File: src/rtl/hazard_ctrl_pkg.sv
// Shared pipeline encodings for the decode-stage hazard controller.
package hazard_ctrl_pkg;
  typedef enum logic [1:0] {
    FWD_RF = 2'd0,
    FWD_E  = 2'd1,
    FWD_M  = 2'd2,
    FWD_W  = 2'd3
  } fwd_sel_t;

  typedef enum logic {
    RUN   = 1'b0,
    STALL = 1'b1
  } hz_state_t;

  localparam logic [4:0] REG_ZERO = 5'd0;

  // Youngest producer wins; a load in E cannot forward, so it is skipped.
  function automatic fwd_sel_t fwd_pick(
    input logic [4:0] src,
    input logic       we_e,
    input logic       rd_e,
    input logic [4:0] rw_e,
    input logic       we_m,
    input logic [4:0] rw_m,
    input logic       we_w,
    input logic [4:0] rw_w
  );
    if (src == REG_ZERO)                return FWD_RF;
    if (we_e && !rd_e && rw_e == src)   return FWD_E;
    if (we_m && rw_m == src)            return FWD_M;
    if (we_w && rw_w == src)            return FWD_W;
    return FWD_RF;
  endfunction
endpackage

File: src/rtl/load_scoreboard.sv
// Tracks in-flight loads by age and flags decode sources that must still wait.
module load_scoreboard
  import hazard_ctrl_pkg::*;
#(
  parameter int LOAD_LAT = 1
) (
  input  logic       clk,
  input  logic       reset,
  input  logic       ld_E,
  input  logic [4:0] RW_E,
  input  logic       src1_vld,
  input  logic [4:0] src1,
  input  logic       src2_vld,
  input  logic [4:0] src2,
  output logic       hit
);
  logic [LOAD_LAT-1:0]      r_vld;
  logic [LOAD_LAT-1:0][4:0] r_rd;
  logic [LOAD_LAT-1:0]      w_age_hit;
  logic                     w_e_hit;

  always_ff @(posedge clk or negedge reset) begin
    if (!reset) begin
      r_vld <= '0;
      r_rd  <= '0;
    end else begin
      r_vld[0] <= ld_E;
      r_rd[0]  <= RW_E;
      for (int i = 1; i < LOAD_LAT; i++) begin
        r_vld[i] <= r_vld[i-1];
        r_rd[i]  <= r_rd[i-1];
      end
    end
  end

  // Entry g holds a load of age g+1; it only blocks while that age is short of LOAD_LAT.
  for (genvar g = 0; g < LOAD_LAT; g++) begin : g_age
    localparam bit AGE_OK = (g + 1 < LOAD_LAT);
    assign w_age_hit[g] = AGE_OK && r_vld[g] &&
                          ((src1_vld && src1 == r_rd[g]) || (src2_vld && src2 == r_rd[g]));
  end

  assign w_e_hit = ld_E && ((src1_vld && src1 == RW_E) || (src2_vld && src2 == RW_E));
  assign hit     = w_e_hit | (|w_age_hit);
endmodule

File: src/rtl/hazard_ctrl.sv
// Decode-stage hazard controller: load-use stall, redirect flush, forwarding selects, event counters.
module hazard_ctrl
  import hazard_ctrl_pkg::*;
#(
  parameter int LOAD_LAT = 1,
  parameter int CNT_W    = 16
) (
  input  logic             clk,
  input  logic             reset,
  input  logic [4:0]       rs1_D,
  input  logic [4:0]       rs2_D,
  input  logic             use_rs1_D,
  input  logic             use_rs2_D,
  input  logic             valid_D,
  input  logic [4:0]       RW_E,
  input  logic             RegWrite_E,
  input  logic             MEMRd_E,
  input  logic [4:0]       RW_M,
  input  logic             RegWrite_M,
  input  logic [4:0]       RW_W,
  input  logic             RegWrite_W,
  input  logic             redirect_D,
  output logic             stall_F,
  output logic             stall_D,
  output logic             bubble_E,
  output logic             flush_D,
  output logic [1:0]       fwdA_D,
  output logic [1:0]       fwdB_D,
  output logic [CNT_W-1:0] stall_cnt,
  output logic [CNT_W-1:0] flush_cnt,
  output logic             state
);
  logic       w_ld_E, w_m1, w_m2, w_hit, w_haz, w_flush;
  fwd_sel_t   w_fwdA, w_fwdB;
  hz_state_t  r_state, w_state_nxt;
  logic [CNT_W-1:0] r_stall_cnt, r_flush_cnt;

  assign w_ld_E = MEMRd_E & RegWrite_E & (RW_E != REG_ZERO);
  assign w_m1   = use_rs1_D & (rs1_D != REG_ZERO) & valid_D;
  assign w_m2   = use_rs2_D & (rs2_D != REG_ZERO) & valid_D;

  load_scoreboard #(.LOAD_LAT(LOAD_LAT)) u_sb (
    .clk      (clk),
    .reset    (reset),
    .ld_E     (w_ld_E),
    .RW_E     (RW_E),
    .src1_vld (w_m1),
    .src1     (rs1_D),
    .src2_vld (w_m2),
    .src2     (rs2_D),
    .hit      (w_hit)
  );

  // Every control output is held quiet while reset is low.
  assign w_haz   = reset & w_hit;
  assign w_flush = reset & redirect_D & ~w_hit;

  assign stall_F  = w_haz;
  assign stall_D  = w_haz;
  assign bubble_E = w_haz;
  assign flush_D  = w_flush;

  assign w_fwdA = fwd_pick(rs1_D, RegWrite_E, MEMRd_E, RW_E, RegWrite_M, RW_M, RegWrite_W, RW_W);
  assign w_fwdB = fwd_pick(rs2_D, RegWrite_E, MEMRd_E, RW_E, RegWrite_M, RW_M, RegWrite_W, RW_W);
  assign fwdA_D = reset ? w_fwdA : FWD_RF;
  assign fwdB_D = reset ? w_fwdB : FWD_RF;

  always_comb begin
    w_state_nxt = r_state;
    case (r_state)
      RUN:     if (w_haz)  w_state_nxt = STALL;
      STALL:   if (!w_haz) w_state_nxt = RUN;
      default: w_state_nxt = RUN;
    endcase
  end

  always_ff @(posedge clk or negedge reset) begin
    if (!reset) begin
      r_state     <= RUN;
      r_stall_cnt <= '0;
      r_flush_cnt <= '0;
    end else begin
      r_state <= w_state_nxt;
      if (w_haz && r_stall_cnt != '1)   r_stall_cnt <= r_stall_cnt + 1'b1;
      if (w_flush && r_flush_cnt != '1) r_flush_cnt <= r_flush_cnt + 1'b1;
    end
  end

  assign stall_cnt = r_stall_cnt;
  assign flush_cnt = r_flush_cnt;
  assign state     = r_state;
endmodule

File: config.mk
export PLATFORM = sky130hd
export DESIGN_NAME = hazard_ctrl
export DESIGN_NICKNAME = d
export VERILOG_FILES = /design/src/rtl/hazard_ctrl_pkg.sv /design/src/rtl/load_scoreboard.sv /design/src/rtl/hazard_ctrl.sv
export SDC_FILE = /design/constraint.sdc
export NUM_CORES = 1
export LEC_CHECK = 0
export CAP_MARGIN = 10
export CORE_MARGIN = 3
export CORE_UTILIZATION = 40
export DETAILED_ROUTE_END_ITERATION = 12
export PLACE_DENSITY = 0.72
export SLEW_MARGIN = 5
export SYNTH_ARGS = -nofsm -noshare
export SYNTH_HDL_FRONTEND = slang
export SYNTH_SLANG_ARGS = --single-unit
export TNS_END_PERCENT = 5
File: constraint.sdc
create_clock -name clk -period 2.8 [get_ports clk]
set_input_delay 0.56 -clock clk [delete_from_list [all_inputs] [get_ports clk]]
set_output_delay 0.56 -clock clk [all_outputs]
set_load 0.005 [all_outputs]
==> results.ini, run 1 <==
[die]
overall_die_width_um = 79.61
rows = 26
core_area_um2 = 5172
top_level_ports = 76
starting_density_of_the_core_pct = 41.90
floorplan_die_area_um2 = 6337
die_y_um = 79.61

[power]
max-vdd-ir-drop_mv = 0.2154
p_leak_nw = 1.580
powerDensity_nw_per_um2 = 372.1

[critical_path]
required_time_reported_for_the_critical_path_endpoint_ns = 2.24
worstSetupEndpointType = output port
worst-path-max-fanout = 2
timing.critical_path.slowest_cell_delay_ns = 0.45
worstPathArrival_ns = 2.18
critical_path.reg2reg.endpoint = flush_cnt[10]
regToRegStartpoint = flush_cnt[0]
setup.worst_path.start_class = input port
reg2reg_setup_slack_ns = 0.68
standard_cell_with_the_maximum_stage_delay_on_the_critical_path = sky130_fd_sc_hd__clkdlybuf4s50_1
crit_chain = clkdlybuf4s50_1 -> xor2_1 -> nor4_2 -> buf_4 -> and3_1 -> a21oi_1 -> nor2_1 -> dlygate4sd2_1
timing.critical_path.to = fwdA_D[0]
timing.critical_path.from = RW_W[3]
ff2ff_path_depth = 8
worst-setup-path-type = input port to output port

[sta]
max_slew.worst_pin.slew_ns = 0.4644
achievable_clock_frequency_mhz = 365.1
min_period_over_period_pct = 97.81
timing.final.hold_violations = 0
setup_viol = 0
rsz_0062_raised_after_global_routing = true
final_max_slew_viol_count = 0
fin_setup_tns_ns = 0
final_min_period_ns = 2.739
fin_skew_ns = 0.005426
setup_ws_ns = 0.06139
final.hold.worst_slack_ns = 0.1292
max_slew_margin_pct = 68.96

[clock_tree]
htree_levels = 2
cts.root.buffer_cell = sky130_fd_sc_hd__clkbuf_8
clock_latency_ns = 0.28
clock-sinks = 33
cts-buffers-inserted = 5
cts_tree = yes
ctsLongestPathBuffers = 2
path_clk_slew_ns = 0.07
postCtsHoldBufs = 0

[place]
routabilityCongestion = 0.9394
detailed_place_hpwl_um = 4636
portBuffers = 75
detailedPlace.worstSlack_ns = -0.5468

[global_routing]
grt_start_max_net_pins = 34
first_global_vias = 2031
groute.usage.overall_pct = 20.03
antenna_found_initial = 2
wire_length_of_the_first_global_routing_pass_um = 9922
grt_overflow_total = 0

[final_layout]
layout_common_cells = sky130_fd_sc_hd__clkdlybuf4s50_1 (47), sky130_fd_sc_hd__xor2_1 (36), sky130_fd_sc_hd__buf_4 (34)
most_common_cell_after_layout_fill_and_taps_aside = sky130_fd_sc_hd__clkdlybuf4s50_1
finalCoreUtilization_pct = 64.97
fin_nets = 370
layout-drive-gt1-share_pct = 23.65
flow.area_growth_from_synthesis_pct = 55.08

[synthesis]
synth_area_per_cell_um2 = 9.631
async_reset_ff_share_pct = 100.0
synth_area_um2 = 2167
synth.yosys.seq_area_share_pct = 38.11
yosys_warnings = 0
synth_enable_flop_cells = 0
synth_ff_type = sky130_fd_sc_hd__dfrtp_1
synth_cell_type_count = 41
postSynthCellCount = 225
ys_seq_elements = 33
mappedNetlistNets = 262

[drt]
postRouteWirelength_um = 5950
avgRoutedWirePerCell_um = 14.66
vias = 2054
dr.first_iter.drc_count = 92
vias_per_cell = 5.059
drt_pass1_iterations = 4
postRouteAntennaNets = 0
post_route_drc_violation_count = 0

[run_status]
run_status = finished, final reports clean

[job]
maxCapViolCount = 0

[hold_path]
hp-class = input port to asynchronous set/reset pin

sequential cells by signal, indices dropped and copies added, names as in the netlist:
signal	flops
flush_cnt	16
stall_cnt	16
state	1
metal layers:
| layer | vias to the layer above | global-route usage (%) | part of all wire [%] |
|---|---|---|---|
| met3 | 10 | 3.499 | 3.0 |
| met1 | 995 | 26.84 | 45 |
| li1 | 1003 | - | - |
| met2 | 46 | 32.14 | 50 |
| met4 | 0 | 7.560 | 1.9 |
| met5 | - | 0 | 0 |
cell type report:
cell class                      instances  area (um2)
Clock buffer                            6       72.57
Fill cell                             414        1812
Clock inverter                          2       10.01
Timing Repair Buffer                  109       969.7
Antenna cell                            2       5.005
Multi-Input combinational cell        180        1375
Inverter                                4       15.01
Tap cell                               70       87.58
Sequential cell                        33       825.8
per-stage QoR:
step | std cells | total power [mW] | instance area [um2]
6_report | 406 | 1.251 | 3361
3_3_place_gp | 393 | 0.8992 | 3177
5_1_grt | 406 | 1.331 | 3361
4_1_cts | 403 | 1.258 | 3334
2_1_floorplan | 225 | 0.6923 | 2167
3_5_place_dp | 393 | 0.9045 | 3177
synthesized netlist by cell type, types with 2 or more instances:
library cell	n	share of area (%)
sky130_fd_sc_hd__xor2_1	36	15
sky130_fd_sc_hd__or3_1	2	0.58
sky130_fd_sc_hd__a21oi_1	2	0.46
sky130_fd_sc_hd__and3_1	9	2.6
sky130_fd_sc_hd__nand4_1	6	1.7
sky130_fd_sc_hd__dfrtp_1	33	38
sky130_fd_sc_hd__nor4b_2	2	1.4
sky130_fd_sc_hd__nor3_1	10	2.3
sky130_fd_sc_hd__buf_4	2	0.69
sky130_fd_sc_hd__ha_1	2	1.2
sky130_fd_sc_hd__nor3_2	4	1.8
sky130_fd_sc_hd__o21ai_0	2	0.46
sky130_fd_sc_hd__nor4_1	7	2.0
sky130_fd_sc_hd__nor2_1	15	2.6
sky130_fd_sc_hd__nand2_1	16	2.8
sky130_fd_sc_hd__mux2_2	5	2.6
sky130_fd_sc_hd__and2_1	2	0.58
sky130_fd_sc_hd__xnor2_1	20	8.1
sky130_fd_sc_hd__nor3b_1	3	1.0
sky130_fd_sc_hd__buf_6	2	1.0
sky130_fd_sc_hd__buf_2	2	0.46
sky130_fd_sc_hd__inv_1	4	0.69
sky130_fd_sc_hd__nand3_1	21	4.8
worst max-delay path, delay by kind of cell:
kind	cells	cell delay, ns
xor gates and xnor gates	1	0.19
AOI/OAI and AO/OA	1	0.06
and+or+nand+nor	3	0.50
buffers and inverters	3	0.85
worst min path at each step:
stage / startpoint / slack (ns) / cells past startpoint / end
after floorplan: reset / 0.26 / 0 / flush_cnt[0]
after global placement: reset / 0.43 / 1 / flush_cnt[13]
after detailed placement: reset / 0.43 / 1 / flush_cnt[13]
after CTS: reset / 0.13 / 1 / flush_cnt[13]
after global routing: reset / 0.12 / 1 / flush_cnt[13]
final: reset / 0.13 / 1 / flush_cnt[13]
power breakdown:
part           total, mW  internal [mW]  switching (mW)
registers          0.576          0.519          0.0571
clock network      0.344          0.172           0.172
logic              0.330          0.199           0.132
total               1.25          0.890           0.361
what timing repair did:
action,4_1_cts,5_1_grt
pin swaps,11,11
endpoints found under the setup margin,8,8
setup buffers,2,1
gates resized for setup,40,20
kinds of logic (layout without fill, tap and decap cells):
kind of cell	after synthesis	count (layout)	share of synthesized area (%)
AND/OR/NAND/NOR	107	107	28.41
XOR/XNOR	57	57	23.38
flip-flops	33	33	38.11
buffers and inverters	12	121	3.290
AO/OA/AOI/OAI	9	9	3.060
multiplexers	5	5	2.598
adder cells (fa/ha/maj)	2	2	1.155
other	0	2	0
(Power assumes the default switching activity.)
==> inputs of run 2 (changes only) <==
Clock period 2.8 ns to 2.6 ns, I/O delays scaled along.
==> run 2 against run 1 <==
Count of clock-buffer cells in the layout decreased by 1. Non-clock buffer count increased by 1. Sequential cell count unchanged. Worst setup slack got worse by 0.048 ns. Clock skew increased by 0.0017 ns. First-iteration DRC count decreased by 4.3%. Final area decreased by 1.0%. Register-to-register slack got worse by 0.09 ns. Critical endpoint is now fwdB_D[0].
==> results.ini, run 2 (synthesis gave the netlist of run 1 again) <==
[run_status]
run_status = finished, final reports clean  ; unchanged

[critical_path]
setup.worst_path.start_class = input port  ; unchanged
reg2reg_setup_slack_ns = 0.59  ; was 0.68 ns
worstPathArrival_ns = 2.07  ; was 2.18 ns
worst-path-max-fanout = 3  ; was 2
ff2ff_path_depth = 6  ; was 8
worstSetupEndpointType = output port  ; unchanged
timing.critical_path.from = rs2_D[2]  ; was RW_W[3]
required_time_reported_for_the_critical_path_endpoint_ns = 2.08  ; was 2.24 ns
regToRegStartpoint = flush_cnt[7]  ; was flush_cnt[0]
critical_path.reg2reg.endpoint = flush_cnt[10]  ; unchanged
worst-setup-path-type = input port to output port  ; unchanged

[sta]
setup_ws_ns = 0.01362  ; was 0.06139 ns
max_slew.worst_pin.slew_ns = 0.4631  ; was 0.4644 ns
timing.final.hold_violations = 0  ; unchanged
fin_skew_ns = 0.007132  ; was 0.005426 ns
achievable_clock_frequency_mhz = 386.6
final_max_slew_viol_count = 0  ; unchanged
fin_setup_tns_ns = 0  ; unchanged
setup_viol = 0  ; unchanged
max_slew_margin_pct = 69.05  ; was 68.96%
min_period_over_period_pct = 99.48
final_min_period_ns = 2.586

[place]
detailedPlace.worstSlack_ns = -0.6413  ; was -0.5468 ns
routabilityCongestion = 0.8969  ; was 0.9394
detailed_place_hpwl_um = 4696  ; was 4636 um
portBuffers = 75  ; unchanged
post-place-cells = 394  ; was 393

[global_routing]
first_global_vias = 2137  ; was 2031
antenna_found_initial = 0  ; was 2
grt_overflow_total = 0  ; unchanged
groute.usage.overall_pct = 20.53  ; was 20.03%
grt_start_max_net_pins = 34  ; unchanged
wire_length_of_the_first_global_routing_pass_um = 10310  ; was 9922 um

[final_layout]
layout-drive-gt1-share_pct = 25.83  ; was 23.65%
flow.area_growth_from_synthesis_pct = 53.52  ; was 55.08%
most_common_cell_after_layout_fill_and_taps_aside = sky130_fd_sc_hd__clkdlybuf4s50_1  ; unchanged
finalNonFillerCells = 403  ; was 406
antenna-diode-count = 0  ; was 2
finalCoreUtilization_pct = 64.32  ; was 64.97%
layout_common_cells = sky130_fd_sc_hd__clkdlybuf4s50_1 (45), sky130_fd_sc_hd__xor2_1 (36), sky130_fd_sc_hd__buf_4 (35)  ; was sky130_fd_sc_hd__clkdlybuf4s50_1 (47), sky130_fd_sc_hd__xor2_1 (36), sky130_fd_sc_hd__buf_4 (34)
num-fill-cells = 419  ; was 414
fin_nets = 371  ; was 370

[job]
maxCapViolCount = 0  ; unchanged

[drt]
vias = 2032  ; was 2054
avgRoutedWirePerCell_um = 15.18  ; was 14.66 um
postRouteAntennaNets = 0  ; unchanged
detailroute.wirelength.met3_um = 235  ; was 177 um
drt_pass1_iterations = 4  ; unchanged
post_route_drc_violation_count = 0  ; unchanged
dr.first_iter.drc_count = 88  ; was 92
top_signal_layer_used = met4  ; unchanged
detailroute.wirelength.met2_um = 3128  ; was 2971 um
route.layer.met1.wl_um = 2673  ; was 2686 um
vias_per_cell = 5.042  ; was 5.059
postRouteWirelength_um = 6119  ; was 5950 um

[clock_tree]
cts_tree = yes  ; unchanged
htree_levels = 2  ; unchanged
postCtsHoldBufs = 0  ; unchanged
path_clk_slew_ns = 0.07  ; about the same
clock-sinks = 33  ; unchanged
ctsLongestPathBuffers = 2  ; unchanged
cts.root.buffer_cell = sky130_fd_sc_hd__clkbuf_8  ; unchanged
cts-buffers-inserted = 5  ; unchanged
clock_latency_ns = 0.28  ; about the same

[die]
overall_die_width_um = 79.61  ; unchanged
die_y_um = 79.61  ; unchanged
starting_density_of_the_core_pct = 41.90  ; unchanged
core_area_um2 = 5172  ; unchanged
floorplan_die_area_um2 = 6337  ; unchanged
rows = 26  ; unchanged
top_level_ports = 76  ; unchanged

[power]
p_leak_nw = 1.538  ; was 1.580 nW
powerDensity_nw_per_um2 = 399.6  ; was 372.1 nW/um2
max-vdd-ir-drop_mv = 0.2666  ; was 0.2154 mV

[hold_path]
hp-class = input port to asynchronous set/reset pin  ; unchanged

[run 2: changes by cell type in the layout (fill, tap and decap cells not counted), moves of 2 or more]
cell,change
sky130_fd_sc_hd__diode_2,-2
sky130_fd_sc_hd__dlymetal6s2s_1,-4
sky130_fd_sc_hd__nor4_2,-2
sky130_fd_sc_hd__nor4_1,+2
sky130_fd_sc_hd__buf_2,+5
sky130_fd_sc_hd__clkdlybuf4s15_2,+2
sky130_fd_sc_hd__clkdlybuf4s50_1,-2
[run 2: worst max-delay path by stage]
| stage | to | cells past startpoint |
|---|---|---|
| after floorplan | flush_D | 6 |
| after global placement | bubble_E | 8 |
| after detailed placement | stall_D | 8 |
| after CTS | fwdA_D[0] | 8 |
| after global routing | stall_D | 7 |
| final | fwdB_D[0] | 9 |
[run 2: layer usage]
metal / track usage (%) / up-vias
met1: 26.92 / 970
met4: 4.983 / 0
met2: 34.97 / 49
met5: 0 / -
li1: - / 1003
met3: 3.612 / 10
[run 2: area by class of cell]
cell class                      instances  area [um2]  area share (%)
Timing Repair Buffer                  110       945.9           28.43
Inverter                                4       15.01          0.4513
Multi-Input combinational cell        180        1379           41.44
Sequential cell                        33       825.8           24.82
Clock inverter                          1       5.005          0.1504
Clock buffer                            5       68.82           2.068
Tap cell                               70       87.58           2.633
[run 2: metrics by stage]
step | cell area [um2] | hold slack, ns | total power [mW]
2_1_floorplan | 2167 | 0.2244 | 0.7456
3_3_place_gp | 3184 | 0.3846 | 0.9707
3_5_place_dp | 3184 | 0.3928 | 0.9763
4_1_cts | 3316 | 0.08325 | 1.335
5_1_grt | 3327 | 0.08798 | 1.403
6_report | 3327 | 0.08694 | 1.330
[run 2: power by group]
| part | leakage (nW) | internal [mW] | switching [mW] |
|---|---|---|---|
| registers | 0.446 | 0.559 | 0.0622 |
| logic | 1.05 | 0.213 | 0.142 |
| clock network | 0.0399 | 0.176 | 0.177 |
| total | 1.54 | 0.948 | 0.382 |
[run 2: what timing repair did]
action	CTS	global route
pin swaps	18	9
setup buffers	3	0
resized for setup	66	16
endpoints found under the setup margin	11	8
[run 2: worst max-delay path, cell delays in order]
cell and delay [ns]:
sky130_fd_sc_hd__dlygate4sd2_1 0.28, sky130_fd_sc_hd__xnor2_1 0.15, sky130_fd_sc_hd__nand4_1 0.19, sky130_fd_sc_hd__buf_4 0.19
sky130_fd_sc_hd__buf_4 0.13, sky130_fd_sc_hd__nor4bb_4 0.30, sky130_fd_sc_hd__a21oi_1 0.08, sky130_fd_sc_hd__nor2_1 0.10
sky130_fd_sc_hd__buf_2 0.14
==> inputs of run 3 (changes only) <==
Settings changed: MAX_ROUTING_LAYER from default to met4.
==> run 3 against run 2 <==
Die area unchanged. Global-route usage is 0.55 points higher. Count of clock-buffer cells in the layout is the same. Final area unchanged. Sequential share of layout area stayed put. Sequential cell count is the same. First-iteration DRC count is 10% lower. Worst hold slack about the same. Critical path type unchanged. Critical endpoint unchanged.
==> results.ini, run 3 (synthesis gave the netlist of run 1 again) <==
[final_layout]
most_common_cell_after_layout_fill_and_taps_aside = sky130_fd_sc_hd__clkdlybuf4s50_1  ; unchanged
flow.area_growth_from_synthesis_pct = 53.52  ; unchanged
finalCoreUtilization_pct = 64.32  ; unchanged
fin_nets = 371  ; unchanged
layout-drive-gt1-share_pct = 25.83  ; unchanged
antenna-diode-count = 0  ; unchanged
final_area_um2 = 3327  ; unchanged
layout_common_cells = sky130_fd_sc_hd__clkdlybuf4s50_1 (45), sky130_fd_sc_hd__xor2_1 (36), sky130_fd_sc_hd__buf_4 (35)  ; unchanged

[drt]
avgRoutedWirePerCell_um = 15.19  ; was 15.18 um
post_route_drc_violation_count = 0  ; unchanged
postRouteWirelength_um = 6121  ; was 6119 um
dr.first_iter.drc_count = 79  ; was 88
drt_pass1_iterations = 4  ; unchanged
vias = 2033  ; was 2032
postRouteAntennaNets = 0  ; unchanged
vias_per_cell = 5.045  ; was 5.042

[clock_tree]
path_clk_slew_ns = 0.07  ; about the same
cts.root.buffer_cell = sky130_fd_sc_hd__clkbuf_8  ; unchanged
htree_levels = 2  ; unchanged
cts_tree = yes  ; unchanged
postCtsHoldBufs = 0  ; unchanged
clock_latency_ns = 0.28  ; about the same
cts-buffers-inserted = 5  ; unchanged
ctsLongestPathBuffers = 2  ; unchanged
clock-sinks = 33  ; unchanged

[sta]
setup_viol = 0  ; unchanged
final_max_slew_viol_count = 0  ; unchanged
fin_setup_tns_ns = 0  ; unchanged
max_slew.worst_pin.slew_ns = 0.4638  ; was 0.4631 ns
achievable_clock_frequency_mhz = 386.9  ; was 386.6 MHz
max_slew_margin_pct = 69.01  ; was 69.05%
min_period_over_period_pct = 99.42  ; was 99.48%
fin_skew_ns = 0.008110  ; was 0.007132 ns
timing.final.hold_violations = 0  ; unchanged
final_min_period_ns = 2.585  ; was 2.586 ns

[critical_path]
worst-path-max-fanout = 3  ; unchanged
setup.worst_path.start_class = input port  ; unchanged
worst_path_most_repeated_cell = sky130_fd_sc_hd__buf_4  ; unchanged
critical_path.reg2reg.endpoint = flush_cnt[10]  ; unchanged
worstPathArrival_ns = 2.06  ; was 2.07 ns
critical_path_buf_inv_count = 4  ; unchanged
standard_cell_with_the_maximum_stage_delay_on_the_critical_path = sky130_fd_sc_hd__nor4bb_4  ; unchanged
worst-setup-path-type = input port to output port  ; unchanged
regToRegStartpoint = flush_cnt[7]  ; unchanged
critical-path-top-delay-family = buffers and inverters  ; unchanged
required_time_reported_for_the_critical_path_endpoint_ns = 2.08  ; about the same
worstSetupEndpointType = output port  ; unchanged
crit_chain = dlygate4sd2_1 -> xnor2_1 -> nand4_1 -> buf_4 -> buf_4 -> nor4bb_4 -> a21oi_1 -> nor2_1 -> buf_2  ; unchanged
reg2reg_setup_slack_ns = 0.59  ; about the same
ff2ff_path_depth = 6  ; unchanged
timing.critical_path.slowest_cell_delay_ns = 0.30  ; about the same

[power]
netSwitchingPower_mw = 0.3805  ; was 0.3817 mW
share_clk_of_total_power_pct = 26.5  ; was 26.6%
powerDensity_nw_per_um2 = 399.3  ; was 399.6 nW/um2
swShare_pct = 28.64  ; was 28.71%
max-vdd-ir-drop_mv = 0.2646  ; was 0.2666 mV
comb_power_share_pct = 26.7  ; about the same
internal_power_mw = 0.9479  ; about the same
share_seq_of_total_power_pct = 46.8  ; was 46.7%
p_leak_nw = 1.538  ; unchanged

[place]
detailed_place_hpwl_um = 4696  ; unchanged
dpl_cell_area_um2 = 3184  ; unchanged
portBuffers = 75  ; unchanged
routabilityCongestion = 0.9122  ; was 0.8969

[global_routing]
grt_overflow_total = 0  ; unchanged
antenna_found_initial = 0  ; unchanged
grt_start_max_net_pins = 34  ; unchanged
wire_length_of_the_first_global_routing_pass_um = 10330  ; was 10310 um
first_global_vias = 2137  ; unchanged
groute.usage.overall_pct = 21.08  ; was 20.53%

[die]
core_area_um2 = 5172  ; unchanged
starting_density_of_the_core_pct = 41.90  ; unchanged
floorplan_die_area_um2 = 6337  ; unchanged
top_level_ports = 76  ; unchanged
rows = 26  ; unchanged
die_y_um = 79.61  ; unchanged
overall_die_width_um = 79.61  ; unchanged

[job]
maxCapViolCount = 0  ; unchanged

[run_status]
run_status = finished, final reports clean  ; unchanged

[hold_path]
hp-class = input port to asynchronous set/reset pin  ; unchanged

-- run 3: power by group through the flow --
stage / logic, mW / registers, mW / clock network, mW
4_1_cts: 0.354 / 0.621 / 0.360
3_5_place_dp: 0.346 / 0.630 / 0
2_1_floorplan: 0.121 / 0.624 / 0
3_3_place_gp: 0.342 / 0.629 / 0
5_1_grt: 0.388 / 0.629 / 0.386
6_report: 0.355 / 0.621 / 0.352
-- run 3: layer usage --
metal | up-vias | global-route usage, % | wire length (um)
met4 | 0 | 4.983 | 82
met1 | 972 | 26.85 | 2649
met3 | 10 | 3.612 | 263
met5 | - | - | 0
li1 | 1004 | - | -
met2 | 47 | 35.06 | 3126
-- run 3: how the worst max path moves through the flow --
stage	from	endpoint	cells after the start
3_5_place_dp	RW_E[0]	stall_D	8
3_3_place_gp	RW_E[0]	bubble_E	8
6_report	rs2_D[2]	fwdB_D[0]	9
2_1_floorplan	RW_E[1]	flush_D	6
4_1_cts	RW_M[2]	fwdA_D[0]	8
5_1_grt	rs1_D[3]	stall_D	7
-- run 3: cell type report --
class                   count  area, um2
clock inverters             1      5.005
multi-input cells         180       1379
well taps                  70      87.58
inverters                   4      15.01
clock buffers               5      68.82
fillers                   419       1846
repair buffers            110      945.9
flip-flops and latches     33      825.8
-- run 3: timing repair --
| action | in CTS | in global routing |
|---|---|---|
| setup endpoints to repair | 11 | 8 |
| resized for setup | 66 | 16 |
| buffers inserted | 3 | 0 |
| endpoints found under the hold margin | 0 | 0 |
| pin swaps | 18 | 9 |
-- run 3: through the flow --
step	hold slack (ns)	cells	power [mW]	worst slack, ns
after global placement	0.3846	394	0.9707	-0.6589
after global routing	0.08798	403	1.403	-0.02237
after detailed placement	0.3928	394	0.9763	-0.6413
final	0.08652	403	1.328	0.01503
after floorplan	0.2244	225	0.7456	0.2859
after CTS	0.08325	403	1.335	-0.01921
